<file path="src/rtl/ex_stage_pipe_if.sv">
// EX->MEM stage bus: upstream beat, downstream entry, exception inputs and strobes.
// Latency: none, this is wiring only.
// Backpressure: in_ready/out_ready valid-ready pair; slave is the stage, master the neighbours.
interface ex_stage_pipe_if #(
  parameter int DATA_W = 32,
  parameter int ADDR_W = 30,
  parameter int REG_W  = 5,
  parameter int OP_W   = 2,
  parameter int EXP_W  = 3,
  parameter int SIDE_W = 3
);
  // control and exception sideband
  logic              flush;
  logic              int_detect;
  logic [EXP_W-1:0]  int_type;
  logic              alu_of;

  // upstream beat
  logic              in_valid;
  logic              in_ready;
  logic [ADDR_W-1:0] in_pc;
  logic              in_br_flag;
  logic [OP_W-1:0]   in_mem_op;
  logic [OP_W-1:0]   in_ctrl_op;
  logic [REG_W-1:0]  in_dst_addr;
  logic              in_gpr_we_;
  logic [EXP_W-1:0]  in_exp_code;
  logic [DATA_W-1:0] in_alu_out;
  logic [DATA_W-1:0] in_wr_data;
  logic [SIDE_W-1:0] in_cp_sel;

  // downstream entry
  logic              out_valid;
  logic              out_ready;
  logic [ADDR_W-1:0] out_pc;
  logic              out_br_flag;
  logic [OP_W-1:0]   out_mem_op;
  logic [OP_W-1:0]   out_ctrl_op;
  logic [REG_W-1:0]  out_dst_addr;
  logic              out_gpr_we_;
  logic [EXP_W-1:0]  out_exp_code;
  logic [DATA_W-1:0] out_alu_out;
  logic [DATA_W-1:0] out_wr_data;
  logic [SIDE_W-1:0] out_cp_sel;

  // delayed coprocessor select pulses
  logic [SIDE_W-1:0] cp_strobe;

  modport slave (
    input  flush, int_detect, int_type, alu_of,
    input  in_valid, in_pc, in_br_flag, in_mem_op, in_ctrl_op, in_dst_addr,
           in_gpr_we_, in_exp_code, in_alu_out, in_wr_data, in_cp_sel,
    output in_ready,
    output out_valid, out_pc, out_br_flag, out_mem_op, out_ctrl_op, out_dst_addr,
           out_gpr_we_, out_exp_code, out_alu_out, out_wr_data, out_cp_sel,
    input  out_ready,
    output cp_strobe
  );

  modport master (
    output flush, int_detect, int_type, alu_of,
    output in_valid, in_pc, in_br_flag, in_mem_op, in_ctrl_op, in_dst_addr,
           in_gpr_we_, in_exp_code, in_alu_out, in_wr_data, in_cp_sel,
    input  in_ready,
    input  out_valid, out_pc, out_br_flag, out_mem_op, out_ctrl_op, out_dst_addr,
           out_gpr_we_, out_exp_code, out_alu_out, out_wr_data, out_cp_sel,
    output out_ready,
    input  cp_strobe
  );
endinterface

</file>
<file path="src/rtl/ex_stage_pipe.sv">
// EX->MEM pipeline register with 2-entry skid, exception substitution and delayed cp strobes.
// Latency: 1 cycle accept->out_valid; cp_strobe SIDE_DLY cycles after the entry drains.
// Backpressure: in_ready is registered (!skid_valid), so the skid slot absorbs the beat in flight.
module ex_stage_pipe #(
  parameter int DATA_W   = 32,
  parameter int ADDR_W   = 30,
  parameter int REG_W    = 5,
  parameter int OP_W     = 2,
  parameter int EXP_W    = 3,
  parameter int EXP_OVF  = 3,
  parameter int SIDE_W   = 3,
  parameter int SIDE_DLY = 1
) (
  input logic            clk,
  input logic            reset,
  ex_stage_pipe_if.slave bus
);

  // One pipeline entry; the interface widths must match the parameters above.
  typedef struct packed {
    logic [ADDR_W-1:0] pc;
    logic              br_flag;
    logic [OP_W-1:0]   mem_op;
    logic [OP_W-1:0]   ctrl_op;
    logic [REG_W-1:0]  dst_addr;
    logic              gpr_we_;
    logic [EXP_W-1:0]  exp_code;
    logic [DATA_W-1:0] alu_out;
    logic [DATA_W-1:0] wr_data;
    logic [SIDE_W-1:0] cp_sel;
  } ent_t;

  ent_t bubble;
  ent_t in_ent;
  ent_t cap_ent;
  ent_t main_q;
  ent_t skid_q;
  logic main_valid;
  logic skid_valid;
  logic accept;
  logic drain;
  logic [SIDE_W-1:0] drain_sel;

  // Bubble payload: a harmless entry that never writes the register file.
  always_comb begin
    bubble         = '0;
    bubble.gpr_we_ = 1'b1;
  end

  // Gather the upstream beat into one entry.
  always_comb begin
    in_ent          = '0;
    in_ent.pc       = bus.in_pc;
    in_ent.br_flag  = bus.in_br_flag;
    in_ent.mem_op   = bus.in_mem_op;
    in_ent.ctrl_op  = bus.in_ctrl_op;
    in_ent.dst_addr = bus.in_dst_addr;
    in_ent.gpr_we_  = bus.in_gpr_we_;
    in_ent.exp_code = bus.in_exp_code;
    in_ent.alu_out  = bus.in_alu_out;
    in_ent.wr_data  = bus.in_wr_data;
    in_ent.cp_sel   = bus.in_cp_sel;
  end

  // Exception substitution: interrupt beats overflow; pc/br_flag survive for the handler.
  always_comb begin
    cap_ent = in_ent;
    if (bus.int_detect || bus.alu_of) begin
      cap_ent.mem_op   = '0;
      cap_ent.ctrl_op  = '0;
      cap_ent.dst_addr = '0;
      cap_ent.gpr_we_  = 1'b1;
      cap_ent.alu_out  = '0;
      cap_ent.wr_data  = '0;
      cap_ent.cp_sel   = '0;
      cap_ent.exp_code = bus.int_detect ? bus.int_type : EXP_W'(EXP_OVF);
    end
  end

  // in_ready only depends on registered skid state (plus reset), never on out_ready.
  assign bus.in_ready  = !skid_valid && !reset;
  assign bus.out_valid = main_valid;
  assign accept        = bus.in_valid && bus.in_ready;
  assign drain         = main_valid && bus.out_ready;

  // Main/skid storage: skid refills main first, so order stays FIFO.
  always_ff @(posedge clk) begin
    if (reset || bus.flush) begin
      main_valid <= 1'b0;
      skid_valid <= 1'b0;
      main_q     <= bubble;
      skid_q     <= bubble;
    end else if (drain) begin
      if (skid_valid) begin
        main_q     <= skid_q;
        skid_valid <= 1'b0;
      end else if (accept) begin
        main_q     <= cap_ent;
      end else begin
        main_valid <= 1'b0;
      end
    end else if (!main_valid) begin
      if (accept) begin
        main_q     <= cap_ent;
        main_valid <= 1'b1;
      end
    end else if (accept) begin
      skid_q     <= cap_ent;
      skid_valid <= 1'b1;
    end
  end

  assign bus.out_pc       = main_q.pc;
  assign bus.out_br_flag  = main_q.br_flag;
  assign bus.out_mem_op   = main_q.mem_op;
  assign bus.out_ctrl_op  = main_q.ctrl_op;
  assign bus.out_dst_addr = main_q.dst_addr;
  assign bus.out_gpr_we_  = main_q.gpr_we_;
  assign bus.out_exp_code = main_q.exp_code;
  assign bus.out_alu_out  = main_q.alu_out;
  assign bus.out_wr_data  = main_q.wr_data;
  assign bus.out_cp_sel   = main_q.cp_sel;

  // Selects of the entry leaving this cycle.
  assign drain_sel = drain ? main_q.cp_sel : '0;

  if (SIDE_DLY == 0) begin : g_strobe_comb
    // Zero delay: pulse in the drain cycle itself, suppressed when the drain is flushed.
    assign bus.cp_strobe = (reset || bus.flush) ? '0 : drain_sel;
  end else begin : g_strobe_line
    logic [SIDE_W-1:0] stage [SIDE_DLY];

    // Delay line: flush/reset wipe every pending pulse, including the one draining now.
    always_ff @(posedge clk) begin
      if (reset || bus.flush) begin
        for (int k = 0; k < SIDE_DLY; k++) stage[k] <= '0;
      end else begin
        stage[0] <= drain_sel;
        for (int k = 1; k < SIDE_DLY; k++) stage[k] <= stage[k-1];
      end
    end

    assign bus.cp_strobe = reset ? '0 : stage[SIDE_DLY-1];
  end

endmodule

</file>
<file path="src/flat_wrapper.sv">
// flat-port wrapper written by rule: the top's interface ports become plain ports
module ex_stage_pipe_flat 
#(
  parameter int DATA_W   = 32,
  parameter int ADDR_W   = 30,
  parameter int REG_W    = 5,
  parameter int OP_W     = 2,
  parameter int EXP_W    = 3,
  parameter int EXP_OVF  = 3,
  parameter int SIDE_W   = 3,
  parameter int SIDE_DLY = 1
)
  (clk, reset, bus_flush, bus_int_detect, bus_int_type, bus_alu_of, bus_in_valid, bus_in_pc, bus_in_br_flag, bus_in_mem_op, bus_in_ctrl_op, bus_in_dst_addr, bus_in_gpr_we_, bus_in_exp_code, bus_in_alu_out, bus_in_wr_data, bus_in_cp_sel, bus_in_ready, bus_out_valid, bus_out_pc, bus_out_br_flag, bus_out_mem_op, bus_out_ctrl_op, bus_out_dst_addr, bus_out_gpr_we_, bus_out_exp_code, bus_out_alu_out, bus_out_wr_data, bus_out_cp_sel, bus_out_ready, bus_cp_strobe);
  ex_stage_pipe_if #(.DATA_W(DATA_W), .ADDR_W(ADDR_W), .REG_W(REG_W), .OP_W(OP_W), .EXP_W(EXP_W), .SIDE_W(SIDE_W)) bus_i ();
  input logic clk;
  input logic reset;
  input wire logic [$bits(bus_i.flush)-1:0] bus_flush;
  input wire logic [$bits(bus_i.int_detect)-1:0] bus_int_detect;
  input wire logic [$bits(bus_i.int_type)-1:0] bus_int_type;
  input wire logic [$bits(bus_i.alu_of)-1:0] bus_alu_of;
  input wire logic [$bits(bus_i.in_valid)-1:0] bus_in_valid;
  input wire logic [$bits(bus_i.in_pc)-1:0] bus_in_pc;
  input wire logic [$bits(bus_i.in_br_flag)-1:0] bus_in_br_flag;
  input wire logic [$bits(bus_i.in_mem_op)-1:0] bus_in_mem_op;
  input wire logic [$bits(bus_i.in_ctrl_op)-1:0] bus_in_ctrl_op;
  input wire logic [$bits(bus_i.in_dst_addr)-1:0] bus_in_dst_addr;
  input wire logic [$bits(bus_i.in_gpr_we_)-1:0] bus_in_gpr_we_;
  input wire logic [$bits(bus_i.in_exp_code)-1:0] bus_in_exp_code;
  input wire logic [$bits(bus_i.in_alu_out)-1:0] bus_in_alu_out;
  input wire logic [$bits(bus_i.in_wr_data)-1:0] bus_in_wr_data;
  input wire logic [$bits(bus_i.in_cp_sel)-1:0] bus_in_cp_sel;
  output wire logic [$bits(bus_i.in_ready)-1:0] bus_in_ready;
  output wire logic [$bits(bus_i.out_valid)-1:0] bus_out_valid;
  output wire logic [$bits(bus_i.out_pc)-1:0] bus_out_pc;
  output wire logic [$bits(bus_i.out_br_flag)-1:0] bus_out_br_flag;
  output wire logic [$bits(bus_i.out_mem_op)-1:0] bus_out_mem_op;
  output wire logic [$bits(bus_i.out_ctrl_op)-1:0] bus_out_ctrl_op;
  output wire logic [$bits(bus_i.out_dst_addr)-1:0] bus_out_dst_addr;
  output wire logic [$bits(bus_i.out_gpr_we_)-1:0] bus_out_gpr_we_;
  output wire logic [$bits(bus_i.out_exp_code)-1:0] bus_out_exp_code;
  output wire logic [$bits(bus_i.out_alu_out)-1:0] bus_out_alu_out;
  output wire logic [$bits(bus_i.out_wr_data)-1:0] bus_out_wr_data;
  output wire logic [$bits(bus_i.out_cp_sel)-1:0] bus_out_cp_sel;
  input wire logic [$bits(bus_i.out_ready)-1:0] bus_out_ready;
  output wire logic [$bits(bus_i.cp_strobe)-1:0] bus_cp_strobe;
  assign bus_i.flush = bus_flush;
  assign bus_i.int_detect = bus_int_detect;
  assign bus_i.int_type = bus_int_type;
  assign bus_i.alu_of = bus_alu_of;
  assign bus_i.in_valid = bus_in_valid;
  assign bus_i.in_pc = bus_in_pc;
  assign bus_i.in_br_flag = bus_in_br_flag;
  assign bus_i.in_mem_op = bus_in_mem_op;
  assign bus_i.in_ctrl_op = bus_in_ctrl_op;
  assign bus_i.in_dst_addr = bus_in_dst_addr;
  assign bus_i.in_gpr_we_ = bus_in_gpr_we_;
  assign bus_i.in_exp_code = bus_in_exp_code;
  assign bus_i.in_alu_out = bus_in_alu_out;
  assign bus_i.in_wr_data = bus_in_wr_data;
  assign bus_i.in_cp_sel = bus_in_cp_sel;
  assign bus_in_ready = bus_i.in_ready;
  assign bus_out_valid = bus_i.out_valid;
  assign bus_out_pc = bus_i.out_pc;
  assign bus_out_br_flag = bus_i.out_br_flag;
  assign bus_out_mem_op = bus_i.out_mem_op;
  assign bus_out_ctrl_op = bus_i.out_ctrl_op;
  assign bus_out_dst_addr = bus_i.out_dst_addr;
  assign bus_out_gpr_we_ = bus_i.out_gpr_we_;
  assign bus_out_exp_code = bus_i.out_exp_code;
  assign bus_out_alu_out = bus_i.out_alu_out;
  assign bus_out_wr_data = bus_i.out_wr_data;
  assign bus_out_cp_sel = bus_i.out_cp_sel;
  assign bus_i.out_ready = bus_out_ready;
  assign bus_cp_strobe = bus_i.cp_strobe;
  ex_stage_pipe #(.DATA_W(DATA_W), .ADDR_W(ADDR_W), .REG_W(REG_W), .OP_W(OP_W), .EXP_W(EXP_W), .EXP_OVF(EXP_OVF), .SIDE_W(SIDE_W), .SIDE_DLY(SIDE_DLY)) u_core (.clk(clk), .reset(reset), .bus(bus_i));
endmodule
</file>
<file path="config.mk">
export PLATFORM = sky130hd
export DESIGN_NAME = ex_stage_pipe_flat
export DESIGN_NICKNAME = d
export VERILOG_FILES = /design/src/rtl/ex_stage_pipe_if.sv /design/src/rtl/ex_stage_pipe.sv /design/src/flat_wrapper.sv
export SDC_FILE = /design/constraint.sdc
export NUM_CORES = 1
export LEC_CHECK = 0
export CORE_ASPECT_RATIO = 0.5
export CORE_UTILIZATION = 35
export DETAILED_ROUTE_END_ITERATION = 10
export SYNTH_ARGS = -nofsm -noshare
export SYNTH_HDL_FRONTEND = slang
export SYNTH_SLANG_ARGS = --single-unit
</file>
<file path="constraint.sdc">
create_clock -name clk -period 1.6 [get_ports clk]
set_input_delay 0.24 -clock clk [delete_from_list [all_inputs] [get_ports clk]]
set_output_delay 0.24 -clock clk [all_outputs]
set_load 0.005 [all_outputs]
</file>
=== Word level (Yosys, flattened, before mapping) ===
Memory sizes are Yosys's and may differ from the RTL's.
Index checks and enable logic that the tools add are counted.

* Word-level logic and storage cells: 57
* Output and inout port bits: 116
* Bits in writable memories: 3
* Register bits: 224
* Memories: 1
* Bits of input ports: 121

* Reductions and logical operators: 12
* Mux-type cells: 18
* Bitwise gates (word level): 1
* Equal/unequal tests: 3

{| class="wikitable"
|+ Memory list
! name !! depth !! bits a word !! read ports !! clocked after memory_dff !! wr ports !! RTL line !! RTL
|-
| u_core.g_strobe_line.stage || 1 || 3 || 1 || 0 || 1 || ex_stage_pipe.sv:131 || <nowiki>logic [SIDE_W-1:0] stage [SIDE_DLY];</nowiki>
|}

{| class="wikitable"
|+ Operators with widths
! cell !! number
|-
| 111-bit two-way mux || 4
|-
| 80-bit two-way mux || 1
|-
| 3-bit two-way mux || 4
|-
| 1-bit two-way mux || 9
|-
| 2-bit != test, second input constant || 3
|-
| 2-bit AND reduction || 2
|-
| 1-bit logical AND || 3
|-
| 3-bit AND reduction || 1
|-
| 3-bit OR reduction || 1
|-
| 1-bit logical NOT || 2
|-
| 1-bit logical OR || 2
|-
| 2-bit OR reduction || 1
|-
| 1-bit NOT || 1
|}

=== Longest topological paths before layout ===
Gate-level depths: netlist (run 1).

* Depth in word-level cells: 6
* Gate-level depth with buffers: 7
* Mapped depth without buffers: 3

=== Least setup slack after synthesis (run 1) ===
OpenSTA, ideal clock, no wires.

* Path kind: flip-flop to flip-flop
* From: reg u_core.skid_valid
* To: reg u_core.main_q, in the netlist u_core.bus.out_pc[10]
* Slack: -174 ps
* Required time: 1448 ps
* Library setup time: 152 ps
* Clock period less this slack: 1774 ps
* Cell stages (with the launch flop): 8
* Path buffers: 4
* Arrival time: 1622 ps
* Cells stage by stage: dfxtp_1 -> buf_2 -> or3b_1 -> clkbuf_1 -> buf_2 -> buf_2 -> a221oi_1 -> a221oi_2

* Longest elaborated chain between the ends: 6
* Elaborated cells between the ends (all ways): 7
* Those cells by class: 4 x mux; 3 x reduce/logical

{| class="wikitable"
|+ RTL lines
! item !! RTL line !! RTL
|-
| start: declaration || ex_stage_pipe.sv:39 || <nowiki>logic skid_valid;</nowiki>
|-
| start signal: assignment || ex_stage_pipe.sv:90 || <nowiki>skid_valid <= 1'b0;</nowiki>
|-
| start signal: assignment || ex_stage_pipe.sv:96 || <nowiki>skid_valid <= 1'b0;</nowiki>
|-
| start signal: assignment || ex_stage_pipe.sv:109 || <nowiki>skid_valid <= 1'b1;</nowiki>
|-
| 1-bit logical NOT || ex_stage_pipe.sv:81 || <nowiki>assign bus.in_ready = !skid_valid && !reset;</nowiki>
|-
| 1-bit logical AND || ex_stage_pipe.sv:81 ||
|-
| 1-bit logical AND || ex_stage_pipe.sv:83 || <nowiki>assign accept = bus.in_valid && bus.in_ready;</nowiki>
|-
| 111-bit two-way mux || -- ||
|-
| 111-bit two-way mux, on equally long branches || -- ||
|-
| 111-bit two-way mux (*) || ex_stage_pipe.sv:93 || <nowiki>end else if (drain) begin</nowiki>
|-
| end signal: assignment || ex_stage_pipe.sv:91 || <nowiki>main_q <= bubble;</nowiki>
|-
| end signal: assignment || ex_stage_pipe.sv:95 || <nowiki>main_q <= skid_q;</nowiki>
|-
| end signal: assignment || ex_stage_pipe.sv:98 || <nowiki>main_q <= cap_ent;</nowiki>
|-
| end: declaration || ex_stage_pipe.sv:36 || <nowiki>ent_t main_q;</nowiki>
|}

Mark *: on every way between the ends. The rest lies on a longest branch, timed or not. The select of a mux whose other input is x is not followed.
A chain may end at the register's enable or synchronous reset.

=== Worst setup path after layout (run 1) ===
* From: reg u_core.skid_valid
* To: reg u_core.main_q, in the netlist u_core.bus.out_dst_addr[4]

Same word-level chain as after synthesis.

==> results.md, run 1 <==
- Kind of critical path: reg -> reg
- Nets: 1511
- Root Driver: clkbuf_16
- Outcome: complete, but fails checks
- Asr flop ratio synth: 0
- Syn_area_per_cell: 8.85 um2
- Die H: 124 um
- DR iter-0 viols: 1001
- First-pass GRT wire length: 53.3 mm
- Via count: 10.2k
- Cells after Synth: 1180
- Place WS: -0.495 ns
- Maximum number of buffers from clock root to sink: 3
- Area Growth Syn to Fin: 45.4%
- WL final: 35.8 mm
- Post-Place Cell Area: 0.0138 mm2
- Initial antenna violation count: 1
- Pwr Density: 877 mW/mm2
- CP Data Required Time: 2.04 ns
- CP startpoint kind: flop
- Chip Width: 246 um
- Worst setup EP type: flop
- Number of global-route vias before repair: 9944
- R2R Path End: u_core.bus.out_dst_addr[4]
- Reg-to-reg critical path startpoint: u_core.skid_valid
- Port buffer count: 236
- Worst hold margin: 0.319 ns
- # Max-Cap Violations: 0
- Setup ws final: -0.0835 ns
- Total GRT Usage: 0.218
- DRC errors left: 0
- Io pins: 237
- EDFF count, synth: 0
- Core region area: 0.0292 mm2
- Leakage: 5.44 nW
- Mapped cell area: 0.0104 mm2
- GR Overflow Total: 0
- Final hold viol count: 0
- Via density per instance: 5.69
- Final period utilization: 1.05
- Starting Density: 0.358
- CTS tree: done
- Slew margin rel.: 0.689
- Largest net degree at the start of global routing: 60
- Critical path origin: u_core.skid_valid
- Wire per inst: 19.9 um
- Clk_lat worst skew: 0.54 ns
- Netlist cell types: 30
- Final Skew: 0.0236 ns
- Most frequent cells in the layout: 187 x dfxtp_1, 118 x a221oi_2, 118 x clkdlybuf4s50_1
- Worst-path clk slew: 0.07 ns
- Worst slew pin tran: 0.465 ns
- Min Clock Period, post-route: 1.68 ns
- Violated checks: negative setup slack
- Filler cells: 2635
- HPWL Detailed: 22.0 mm
- Sequential area share after synthesis: 0.435
- Synthesized flop and latch total: 227
- ANT nets after route: 0
- Routability congestion estimate: 0.819
- Hold path endpoint: u_core.skid_q[83]
- Worst Hold Launch: bus_in_pc[2]
- Inserted Clock Buffers: 22
- RSZ-0062 raised after global routing: yes
- Ys Warns: 0
- R2r setup slk: -0.08 ns
- Die ar.: 0.0306 mm2
- HP Class: in -> reg
- Post-synthesis net count: 1301
- # setup viols final: 78
- FP Rows: 44
- CTS Hold Buffers Added: 0
- Layout Cells excl Fill: 1797
- VDD IR-drop max: 0.704 mV
- Number of placed cells counting well taps: 1737
- Critical Path AT: 2.13 ns
- Layout cell share with drive strength beyond 1: 0.226
- Max Freq: 0.594 GHz
- FF-to-FF path depth: 4
- H-tree levels: 1
- Worst hold path cell count: 3
- Commonest non-fill, non-tap cell in the layout: dfxtp_1
- Total clock sinks: 227
- Drt first pass iters: 6
- CP max FO: 6
- Primary FF master, synth: dfxtp_1
- Fin. max-slew vios: 0
- Design Area, Final: 0.0152 mm2
-- cells by family (layout without fill, tap and decap cells) --
kind of cell	after synthesis	after routing	synth area share
flops	227	227	0.435
buf+inv	260	483	0.101
compound gates	453	455	0.333
other cells	0	1	0
simple gates	240	240	0.130
-- sequential cells by signal, indices dropped and copies added (netlist names), 3 cells and up --
| register | count |
|---|---|
| u_core.bus.out_dst_addr | 5 |
| u_core.bus.out_exp_code | 3 |
| u_core.bus.out_pc | 30 |
| u_core.bus.out_wr_data | 32 |
| u_core.g_strobe_line.stage | 3 |
| u_core.bus.out_cp_sel | 3 |
| u_core.bus.out_alu_out | 32 |
| u_core.skid_q | 111 |
-- per-layer routing --
layer  vias up  part of all wire  global-route usage
met5         -                 0                   0
met4         0             0.022              0.0664
met3        51             0.040              0.0351
met2       267              0.50               0.387
met1      5098              0.44               0.273
li1       4801                 -                   -
-- cells in the mapped netlist, types with 13 or more instances --
| cell type | n | area, um2 |
|---|---|---|
| o21ai_0 | 77 | 385 |
| o22ai_1 | 76 | 475 |
| nor3b_1 | 77 | 578 |
| inv_1 | 111 | 417 |
| a221oi_2 | 90 | 1350 |
| a21oi_1 | 112 | 561 |
| o21ai_1 | 39 | 195 |
| nand2_1 | 34 | 128 |
| a221oi_1 | 51 | 447 |
| nand3_1 | 108 | 541 |
| clkbuf_1 | 118 | 443 |
| buf_1 | 13 | 48.8 |
| dfxtp_1 | 227 | 4540 |
-- through the flow --
step	utilization	TNS (ns)	total power, mW
global placement	0.473	-80.92	7.65
CTS	0.507	-4.82	13.3
global route	0.521	-8.34	13.8
detailed placement	0.473	-86.69	7.69
floorplan	-	-6.39	6.79
finish	0.521	-3.26	13.3
-- layout make-up --
type	instances	area, um2	share of cell area
clock inverters	9	131	0.00865
flip-flops and latches	227	4600	0.303
repair buffers	333	3660	0.241
inverters	111	417	0.0274
diodes	1	2.50	0.000165
well taps	391	489	0.0322
multi-input cells	695	5280	0.347
clock buffers	30	621	0.0408
-- worst max path at each step --
| stage | end | depth (start not counted) | slack (ns) |
|---|---|---|---|
| final | u_core.bus.out_dst_addr[4] | 4 | -0.08 |
| after global routing | u_core.bus.out_wr_data[27] | 4 | -0.13 |
| after CTS | u_core.bus.out_mem_op[1] | 4 | -0.12 |
| after detailed placement | u_core.bus.out_alu_out[17] | 6 | -0.50 |
| after global placement | u_core.bus.out_alu_out[22] | 6 | -0.47 |
| after floorplan | u_core.bus.out_alu_out[10] | 7 | -0.07 |
-- critical path: stages, from the launching register on --
cell and delay, ns:
dfxtp_2 0.32, or3b_4 0.43, a21o_4 0.29, bufbuf_16 0.29, a221oi_1 0.27
-- power by group --
| group | switching, mW | leakage (nW) | internal, mW |
|---|---|---|---|
| clock | 2.39 | 0.373 | 3.21 |
| sequential | 0.0619 | 1.85 | 5.75 |
| combinational | 0.966 | 3.21 | 0.949 |
| total | 3.42 | 5.44 | 9.91 |
-- timing repair --
item | 4_1_cts | 5_1_grt
setup endpoints to repair | 158 | 158
gates cloned | 8 | 6
gates resized for setup | 173 | 41
buffers inserted | 4 | 4
pin swaps | 30 | 36
No activity file was read; power rests on OpenSTA's default activity.
==> run 2: changes to the inputs <==
--- a/config.mk
+++ b/config.mk
@@ -6,6 +6,7 @@
 export NUM_CORES = 1
 export LEC_CHECK = 0
 export CORE_ASPECT_RATIO = 0.5
+export CORE_MARGIN = 2
 export CORE_UTILIZATION = 35
 export DETAILED_ROUTE_END_ITERATION = 10
 export SYNTH_ARGS = -nofsm -noshare
==> results.md, run 2 (synthesis gave the netlist of run 1 again) <==
- Port buffer count: 236 (unchanged)
- Fin. max-slew vios: 0 (unchanged)
- Die ar.: 0.0313 mm2 (+2.4%)
- Final Skew: 0.0100 ns (-0.0136 ns)
- ANT nets after route: 0 (unchanged)
- Max Freq: 0.575 GHz (-3.2%)
- Fin Setup TNS: -11.99 ns (-8.73 ns)
- Root Driver: clkbuf_16
- Starting Density: 0.358 (unchanged)
- Maximum number of buffers from clock root to sink: 3 (unchanged)
- Number of global-route vias before repair: 10.3k (+3.8%)
- Place WS: -0.496 ns (-0.000556 ns)
- Outcome: complete, but fails checks
- # Max-Cap Violations: 0 (unchanged)
- CP Data Required Time: 2.00 ns (-0.04 ns)
- Comb power frac: 0.157 (+0.013)
- Max reg flops: 111 (unchanged)
- Final hold viol count: 0 (unchanged)
- Initial antenna violation count: 1 (unchanged)
- WL final: 37.2 mm (+3.8%)
- Wire per inst: 20.5 um (+2.7%)
- Largest net degree at the start of global routing: 59 (-1.7%)
- Net Switching: 3.35 mW (-1.9%)
- Layout cell share with drive strength beyond 1: 0.285 (+0.0586)
- Chip Width: 248 um (+0.81%)
- Nets: 1532 (+1.4%)
- Seq pwr share: 0.442 (+0.006)
- DRC errors left: 0 (unchanged)
- Total GRT Usage: 0.221 (+0.00334)
- Via density per instance: 5.69 (+0.12%)
- Inserted Clock Buffers: 22 (unchanged)
- # setup viols final: 163 (+110%)
- Kind of critical path: reg -> reg
- Worst-path clk slew: 0.07 ns (about the same)
- Area Growth Syn to Fin: 52.0%
- Slew margin rel.: 0.640 (-0.0497)
- Violated checks: negative setup slack
- Io pins: 237 (unchanged)
- Power Internal: 9.80 mW (-1.1%)
- Pwr Density: 828 mW/mm2 (-5.6%)
- Leakage: 5.61 nW (+3.1%)
- FP Rows: 44 (unchanged)
- HP Class: in -> reg
- Clk_lat worst skew: 0.52 ns (-0.02 ns)
- Clock power frac: 0.401 (-0.019)
- Worst setup EP type: flop
- CTS tree: done
- Setup ws final: -0.140 ns (-0.0561 ns)
- Core region area: 0.0292 mm2 (unchanged)
- Die H: 126 um (+1.6%)
- Routability congestion estimate: 0.812 (-0.82%)
- Biggest register: u_core.skid_q
- VDD IR-drop max: 0.598 mV (-15%)
- RSZ-0062 raised after global routing: yes
- Switching portion of total power: 0.255 (-0.00155)
- Critical Path AT: 2.14 ns (about the same)
- Total clock sinks: 227 (unchanged)
- Worst slew pin tran: 0.540 ns (+0.0744 ns)
- Drt first pass iters: 5 (-1)
- Most frequent cells in the layout: 184 x dfxtp_1, 120 x a221oi_2, 118 x clkdlybuf4s50_1
- Via count: 10.3k (+1.2%)
- CP max FO: 56 (+50)
- Final period utilization: 1.09 (+0.0351)
- DR iter-0 viols: 740 (-26%)
- CP startpoint kind: flop
- Commonest non-fill, non-tap cell in the layout: dfxtp_1
- GR Overflow Total: 0 (unchanged)
- H-tree levels: 1 (unchanged)
- Min Clock Period, post-route: 1.74 ns (+0.0561 ns)
- First-pass GRT wire length: 55.8 mm (+4.8%)
- HPWL Detailed: 22.1 mm (+0.70%)
[run 2: cell types whose count changed in the layout (fill, tap and decap cells not counted), moves of 7 or more]
cell	delta
o22ai_1	-34
o22ai_2	+31
buf_4	+18
a221oi_1	-14
a221oi_4	+12
o21ai_0	-11
a21oi_1	-9
a21oi_2	+9
o21ai_2	+7
[run 2: worst paths after layout]
kind	start	endpoint	slack, ns	cells past startpoint
min reg2reg	u_core.bus.out_alu_out[23]	u_core.bus.out_alu_out[23]	0.46	2
max	u_core.skid_valid	u_core.skid_q[1]	-0.14	5
min	bus_in_pc[24]	u_core.bus.out_pc[24]	0.34	3
max reg2reg	u_core.skid_valid	u_core.skid_q[1]	-0.14	5
[run 2: cell type report]
type | instances | area [um2]
sequential | 227 | 4600
clock buffer | 35 | 671
tap | 391 | 489
multi-input combinational | 695 | 5830
timing repair buffer | 354 | 3840
antenna | 1 | 2.50
inverter | 111 | 417
clock inverter | 3 | 42.5
fill | 2604 | 13300
[run 2: what timing repair did]
item / in CTS / in global routing
endpoints found under the setup margin: 223 / 200
setup buffers: 13 / 4
hold buffers: 0 / 0
pin swaps: 67 / 37
resized for setup: 231 / 103
cloned: 14 / 5
[run 2: metrics by stage]
step                      std cells  area (um2)  hold WS, ns  power (mW)   util
after CTS                      1815       15400        0.317        13.2  0.528
after global placement         1750       13800        0.450        7.63  0.474
after floorplan                1180       10600        0.379        6.79      -
final                          1817       15900        0.339        13.2  0.544
after global routing           1817       15900        0.328        13.6  0.544
after detailed placement       1750       13800        0.451        7.66  0.474
[run 2: worst max-delay path, stage by stage (launching register included)]
cell and delay [ns]:
dfxtp_2 0.33, or3b_4 0.47, buf_4 0.22, buf_12 0.20
o21ai_0 0.26, a21oi_1 0.13
[run 2: routing by layer]
layer | routed length, um | vias to the layer above | GRT usage
li1 | - | 4845 | -
met1 | 15700 | 5143 | 0.274
met2 | 18900 | 280 | 0.399
met3 | 1510 | 75 | 0.0303
met4 | 999 | 0 | 0.0648
met5 | 0 | - | 0
[run 2: power groups by stage]
stage                     clock, mW  sequential (mW)  combinational (mW)
after detailed placement          0             5.94                1.72
after global placement            0             5.94                1.69
final                          5.28             5.82                2.06
after CTS                      5.38             5.82                1.96
after floorplan                   0             5.93               0.857
after global routing           5.61             5.83                2.17
